### config.mk
export PLATFORM = sky130hd
export DESIGN_NAME = data_sync_hs
export DESIGN_NICKNAME = d
export VERILOG_FILES = /design/src/rtl/data_sync_hs.sv
export SDC_FILE = /design/constraint.sdc
export NUM_CORES = 1
export LEC_CHECK = 0
export BUFFER_PORTS_ARGS = -buffer_cell sky130_fd_sc_hd__buf_4
export CORE_MARGIN = 1
export CORE_UTILIZATION = 30
export CTS_BUF_LIST = sky130_fd_sc_hd__clkbuf_8
export CTS_CLUSTER_DIAMETER = 100
export DETAILED_ROUTE_END_ITERATION = 10
export PLACE_DENSITY_LB_ADDON = 0.2
export SYNTH_ARGS = -nofsm -noshare
export SYNTH_HDL_FRONTEND = slang
export SYNTH_SLANG_ARGS = --single-unit
### constraint.sdc
create_clock -name CLK -period 1.75 [get_ports CLK]
set_input_delay 0.0875 -clock CLK [delete_from_list [all_inputs] [get_ports CLK]]
set_output_delay 0.0875 -clock CLK [all_outputs]
set_load 0.03 [all_outputs]
### src/rtl/data_sync_hs.sv
// Destination-domain bus synchronizer. A flop chain synchronizes the enable, an edge
// detector qualifies a capture of the held source bus, and a valid/ready stage holds it.
module data_sync_hs #(
  parameter int unsigned           BUS_WIDTH  = 8,
  parameter int unsigned           NUM_STAGES = 2,
  parameter bit                    MODE       = 1'b0,
  parameter logic [BUS_WIDTH-1:0]  RESET_VAL  = '0
) (
  input  logic                 CLK,
  input  logic                 RST,
  input  logic [BUS_WIDTH-1:0] unsync_bus,
  input  logic                 bus_enable,
  input  logic                 ready,
  input  logic                 clr_ovr,
  output logic [BUS_WIDTH-1:0] sync_bus,
  output logic                 enable_pulse,
  output logic                 valid,
  output logic                 ack,
  output logic                 overrun
);

  if (NUM_STAGES < 2) begin : g_bad_stages
    $error("data_sync_hs: NUM_STAGES must be at least 2");
  end

  logic [NUM_STAGES-1:0] r_sync;
  logic                  r_prev;
  logic [BUS_WIDTH-1:0]  r_bus;
  logic                  r_pulse;
  logic                  r_valid;
  logic                  r_ovr;

  logic                  w_evt;
  logic                  w_capture;
  logic                  w_drop;
  logic [BUS_WIDTH-1:0]  w_bus_nxt;
  logic                  w_valid_nxt;
  logic                  w_ovr_nxt;

  // Toggle mode treats either edge of the synchronized enable as a new event.
  assign w_evt = MODE ? (r_sync[NUM_STAGES-1] ^ r_prev)
                      : (r_sync[NUM_STAGES-1] & ~r_prev);

  assign w_capture = w_evt & (~r_valid | ready);
  assign w_drop    = w_evt & r_valid & ~ready;

  always_comb begin
    w_bus_nxt   = r_bus;
    w_valid_nxt = r_valid;
    w_ovr_nxt   = r_ovr;
    if (w_capture) begin
      w_bus_nxt   = unsync_bus;
      w_valid_nxt = 1'b1;
    end else if (r_valid && ready) begin
      w_valid_nxt = 1'b0;
    end
    // A drop in the same cycle as a clear must still be reported.
    if (w_drop) begin
      w_ovr_nxt = 1'b1;
    end else if (clr_ovr) begin
      w_ovr_nxt = 1'b0;
    end
  end

  always_ff @(posedge CLK or negedge RST) begin
    if (!RST) begin
      r_sync  <= '0;
      r_prev  <= 1'b0;
      r_bus   <= RESET_VAL;
      r_pulse <= 1'b0;
      r_valid <= 1'b0;
      r_ovr   <= 1'b0;
    end else begin
      r_sync  <= {r_sync[NUM_STAGES-2:0], bus_enable};
      r_prev  <= r_sync[NUM_STAGES-1];
      r_bus   <= w_bus_nxt;
      r_pulse <= w_capture;
      r_valid <= w_valid_nxt;
      r_ovr   <= w_ovr_nxt;
    end
  end

  assign sync_bus     = r_bus;
  assign enable_pulse = r_pulse;
  assign valid        = r_valid;
  assign ack          = r_prev;
  assign overrun      = r_ovr;

endmodule

* Word-level counts from Yosys, hierarchy flattened
Index checks and enable logic that the tools add are counted.
** Storage, ports and cells
- Register bits after elaboration :: 14
- Input bits :: 13
- Output and inout port bits :: 12
- Logic and storage cells :: 21
** Cells by class
- Multiplexer cells :: 4
- Bitwise logic cells :: 8
- Reductions and logical operators :: 3
** Operators with widths (number)
- bitwise AND 1 bit :: 4
- two-way mux 1 bit :: 4
- nonzero test 2 bit :: 2
- inverter 1 bit :: 3
- logical AND 1 bit :: 1
- bitwise OR 1 bit :: 1

* Depth between registers and ports, before layout
- Depth after elaboration :: 5
- Gate-level depth with buffers :: 4
- Mapped depth without buffers :: 3

* Worst setup path after synthesis
Ideal clock, no wire load.
- Path kind :: flip-flop to flip-flop
- Start point :: register r_prev, in the netlist ack
- End point :: register r_bus[0], in the netlist sync_bus[0]
- Setup time :: 0.125 ns
- Arrival time :: 1.210 ns
- Data required time :: 1.625 ns
- Setup slack :: 0.415 ns
- Stages on the path, launching flop included :: 5
- Period minus slack after synthesis :: 1.335 ns
- Cell sequence :: dfrtp_1 nand2b_4 nor2b_4 buf_12 mux2_4
** Between the ends
- Word-level cells in the longest chain between the ends :: 3
** Ends and longest elaborated chain
- start, declared :: RTL line 27 : logic r_prev;
- start signal, assigned :: RTL line 75 : r_prev <= r_sync[NUM_STAGES-1];
- inverter 1 bit :: RTL line 42 : : (r_sync[NUM_STAGES-1] & ~r_prev);
- bitwise AND 1 bit :: RTL line 42
- bitwise AND 1 bit :: RTL line 44 : assign w_capture = w_evt & (~r_valid | ready);
- named net w_capture :: RTL line 34 : logic w_capture;
- end signal, assigned :: RTL line 76 : r_bus <= w_bus_nxt;
- end, declared :: RTL line 28 : logic [BUS_WIDTH-1:0] r_bus;
The timed path passes the listed nets, and every way through them passes these cells.
A chain may end at the register's enable or synchronous reset.

* Final worst setup path
- Start point :: register r_prev, in the netlist ack
- End point :: register r_bus[1], in the netlist sync_bus[1]
** Between the ends
- Word-level cells in the longest chain between the ends :: 3
** Ends and longest elaborated chain (RTL line)
- inverter 1 bit :: 42
- bitwise AND 1 bit :: 42
- bitwise AND 1 bit :: 44
Every way passes these cells.

==> out/qor.csv <==
metric,value,unit
core,1710,um^2
die_width,44.6,um
p_sw,0.000252,W
first_iter_violations,1,
routed-via-count,327,
area.growth.synth_to_final,46.3,%
cts_sinks,14,
drive_gt1_share,66.7,%
path_buf_inv,0,
finalHoldViolations,0,
slew_headroom,76.9,%
cts_max_level,1,
placedCellCount,77,
switching_share,28.1,%
tightest_slew,0.345,ns
layout.nets,72,
p_per_area,1120,nW/um^2
avgSynthCellArea,18.8,um^2
grt_pass1_wl,1.40,mm
n_antenna_cell,0,
grt_usage,10.3,%
syn_area,546,um^2
grt_pass1_vias,294,
wirelength,858,um
wl_per_cell,10.5,um
tritoncts,built,
ys_seq_area_share,64.2,%
worstSkewPairLatency,0.24,ns
fin_cells,82,
min_period,1.30,ns
skew,0.00311,ns
die-area,1990,um^2
status,completed,
cp_top_family,simple AND/OR/NAND/NOR gates,
numCtsBuffers,3,
synth_cell_types,8,
dpl.hpwl,637,um
critPathMaxFanout,9,
path_cells,nand2b_4 > nor2b_4 > mux2_4,
cts_max_path_buffers,2,
p_leak,0.405,nW
pwr-share-comb,27.7,%
path_class,reg2reg,
max-vdd-ir-drop,0.451,mV
grt_max_degree,15,
synth_nets,42,
power_frac_clock,28.4,%
intPower,0.000643,W
clockRootBuffer,clkbuf_8,
overflow,0,
drtAntennaViolNets,0,
critPathRequiredTime,1.87,ns
layout_common_cells,"buf_4 (24), dfrtp_1 (14), mux2_4 (8), clkbuf_8 (3)",
die_y,44.6,um
rows,15,
rsz0062_at_grt,no,
max_freq,767,MHz
initial_core_util,31.9,%
end_kind,register,
firstDrtPassIters,2,
io_pins,25,
cap_viol_max_count,0,
cts.clk_slew.worst_paths,0.06,ns
drv_slew,0,
slowest_delay,0.38,ns
place.gp.congestion,0.628,
hold_path.class,in2reg,
power_frac_seq,43.9,%
fin_crit_sh,74.5,%
fillers,162,
finalSetupTns,0,ns
drc_errors,0,
vias_per_cell,3.99,
io_buffers,24,
layout_commonest_cell,buf_4,
cp.arrival,1.43,ns
critPathSlowestCell,dfrtp_1,
synth_seq_cells,14,
grt_antenna_before_repair,0,
cp-start-kind,register,
syn_inst,29,
setup_violations,0,
synth_warnings,0,
-- timing repair --
item	CTS	global route
gates resized for setup	0	0
hold buffers	2	0
setup buffers	0	0
endpoints found under the hold margin	15	0
-- stage by stage --
step / setup WS, ns / utilization (%) / instance area [um^2] / hold slack (ns) / total power [W]
3_3_place_gp: 0.469 / 43.2 / 737 / -0.0543 / 0.000645
5_1_grt: 0.401 / 46.7 / 798 / 0.0537 / 0.000940
6_report: 0.446 / 46.7 / 798 / 0.0452 / 0.000895
4_1_cts: 0.436 / 46.7 / 798 / 0.0330 / 0.000910
2_1_floorplan: 0.415 / - / 546 / -0.208 / 0.000550
3_5_place_dp: 0.444 / 43.2 / 737 / -0.0530 / 0.000646
-- per-layer routing --
| metal | routed length (um) | part of all wire, % | GRT usage, % | vias to the layer above |
|---|---|---|---|---|
| li1 | - | - | - | 152 |
| met1 | 411 | 48 | 13.7 | 159 |
| met2 | 382 | 45 | 13.8 | 16 |
| met3 | 64 | 7.5 | 3.67 | 0 |
| met4 | 0 | 0 | 7.27 | 0 |
| met5 | 0 | 0 | 0 | - |
-- cells by family after synthesis --
| kind of cell | synth area share (%) |
|---|---|
| AOI/OAI and AO/OA | 1.15 |
| muxes | 22.0 |
| buffers and inverters | 4.36 |
| and+or+nand+nor | 8.26 |
| DFF | 64.2 |
-- worst reg2reg max path, delay by kind of cell, from the launching register on --
| kind | cells | cell delay, ns |
|---|---|---|
| and+or+nand+nor | 2 | 0.47 |
| DFF | 1 | 0.38 |
| muxes | 1 | 0.33 |
-- worst paths after layout --
check	from	endpoint	slack, ns	cells past startpoint
worst max register to register	ack	sync_bus[1]	0.45	3
worst min register to register	r_sync[0]	r_sync[1]	0.35	0
worst max-delay path	ack	sync_bus[1]	0.45	3
worst min-delay path	clr_ovr	overrun	0.05	2
min in group asynchronous	RST	overrun	0.24	2
max in group asynchronous	RST	sync_bus[7]	1.34	2
-- layout make-up --
cell class | instances | area (um^2) | area share (%)
sequential | 14 | 350 | 43.9
timing repair buffer | 26 | 200 | 25.1
multi-input combinational | 13 | 171 | 21.5
clock buffer | 3 | 41.3 | 5.17
tap | 25 | 31.3 | 3.92
inverter | 1 | 3.75 | 0.470
-- synthesized netlist by cell type (all sizes together) --
master  instances  area (um^2)
inv             1         3.75
o22ai           1         6.26
dfrtp          14          350
mux2            8          120
nand2b          2         27.5
nand2           1         3.75
nor2b           1         13.8
buf             1         20.0
-- flip-flops by register name, summed over array words and instances, names as in the netlist --
| signal | count |
|---|---|
| sync_bus | 8 |
| r_sync | 2 |
| ack | 1 |
| enable_pulse | 1 |
| overrun | 1 |
| valid | 1 |
-- power by group through the flow --
stage	combinational, W	clock (W)	sequential (W)
after global routing	0.000260	0.000282	0.000399
after global placement	0.000246	0	0.000399
after CTS	0.000251	0.000265	0.000394
final	0.000248	0.000254	0.000393
after floorplan	0.0000736	0	0.000477
after detailed placement	0.000248	0	0.000397
Note: power is estimated with default switching activity, not from simulation.
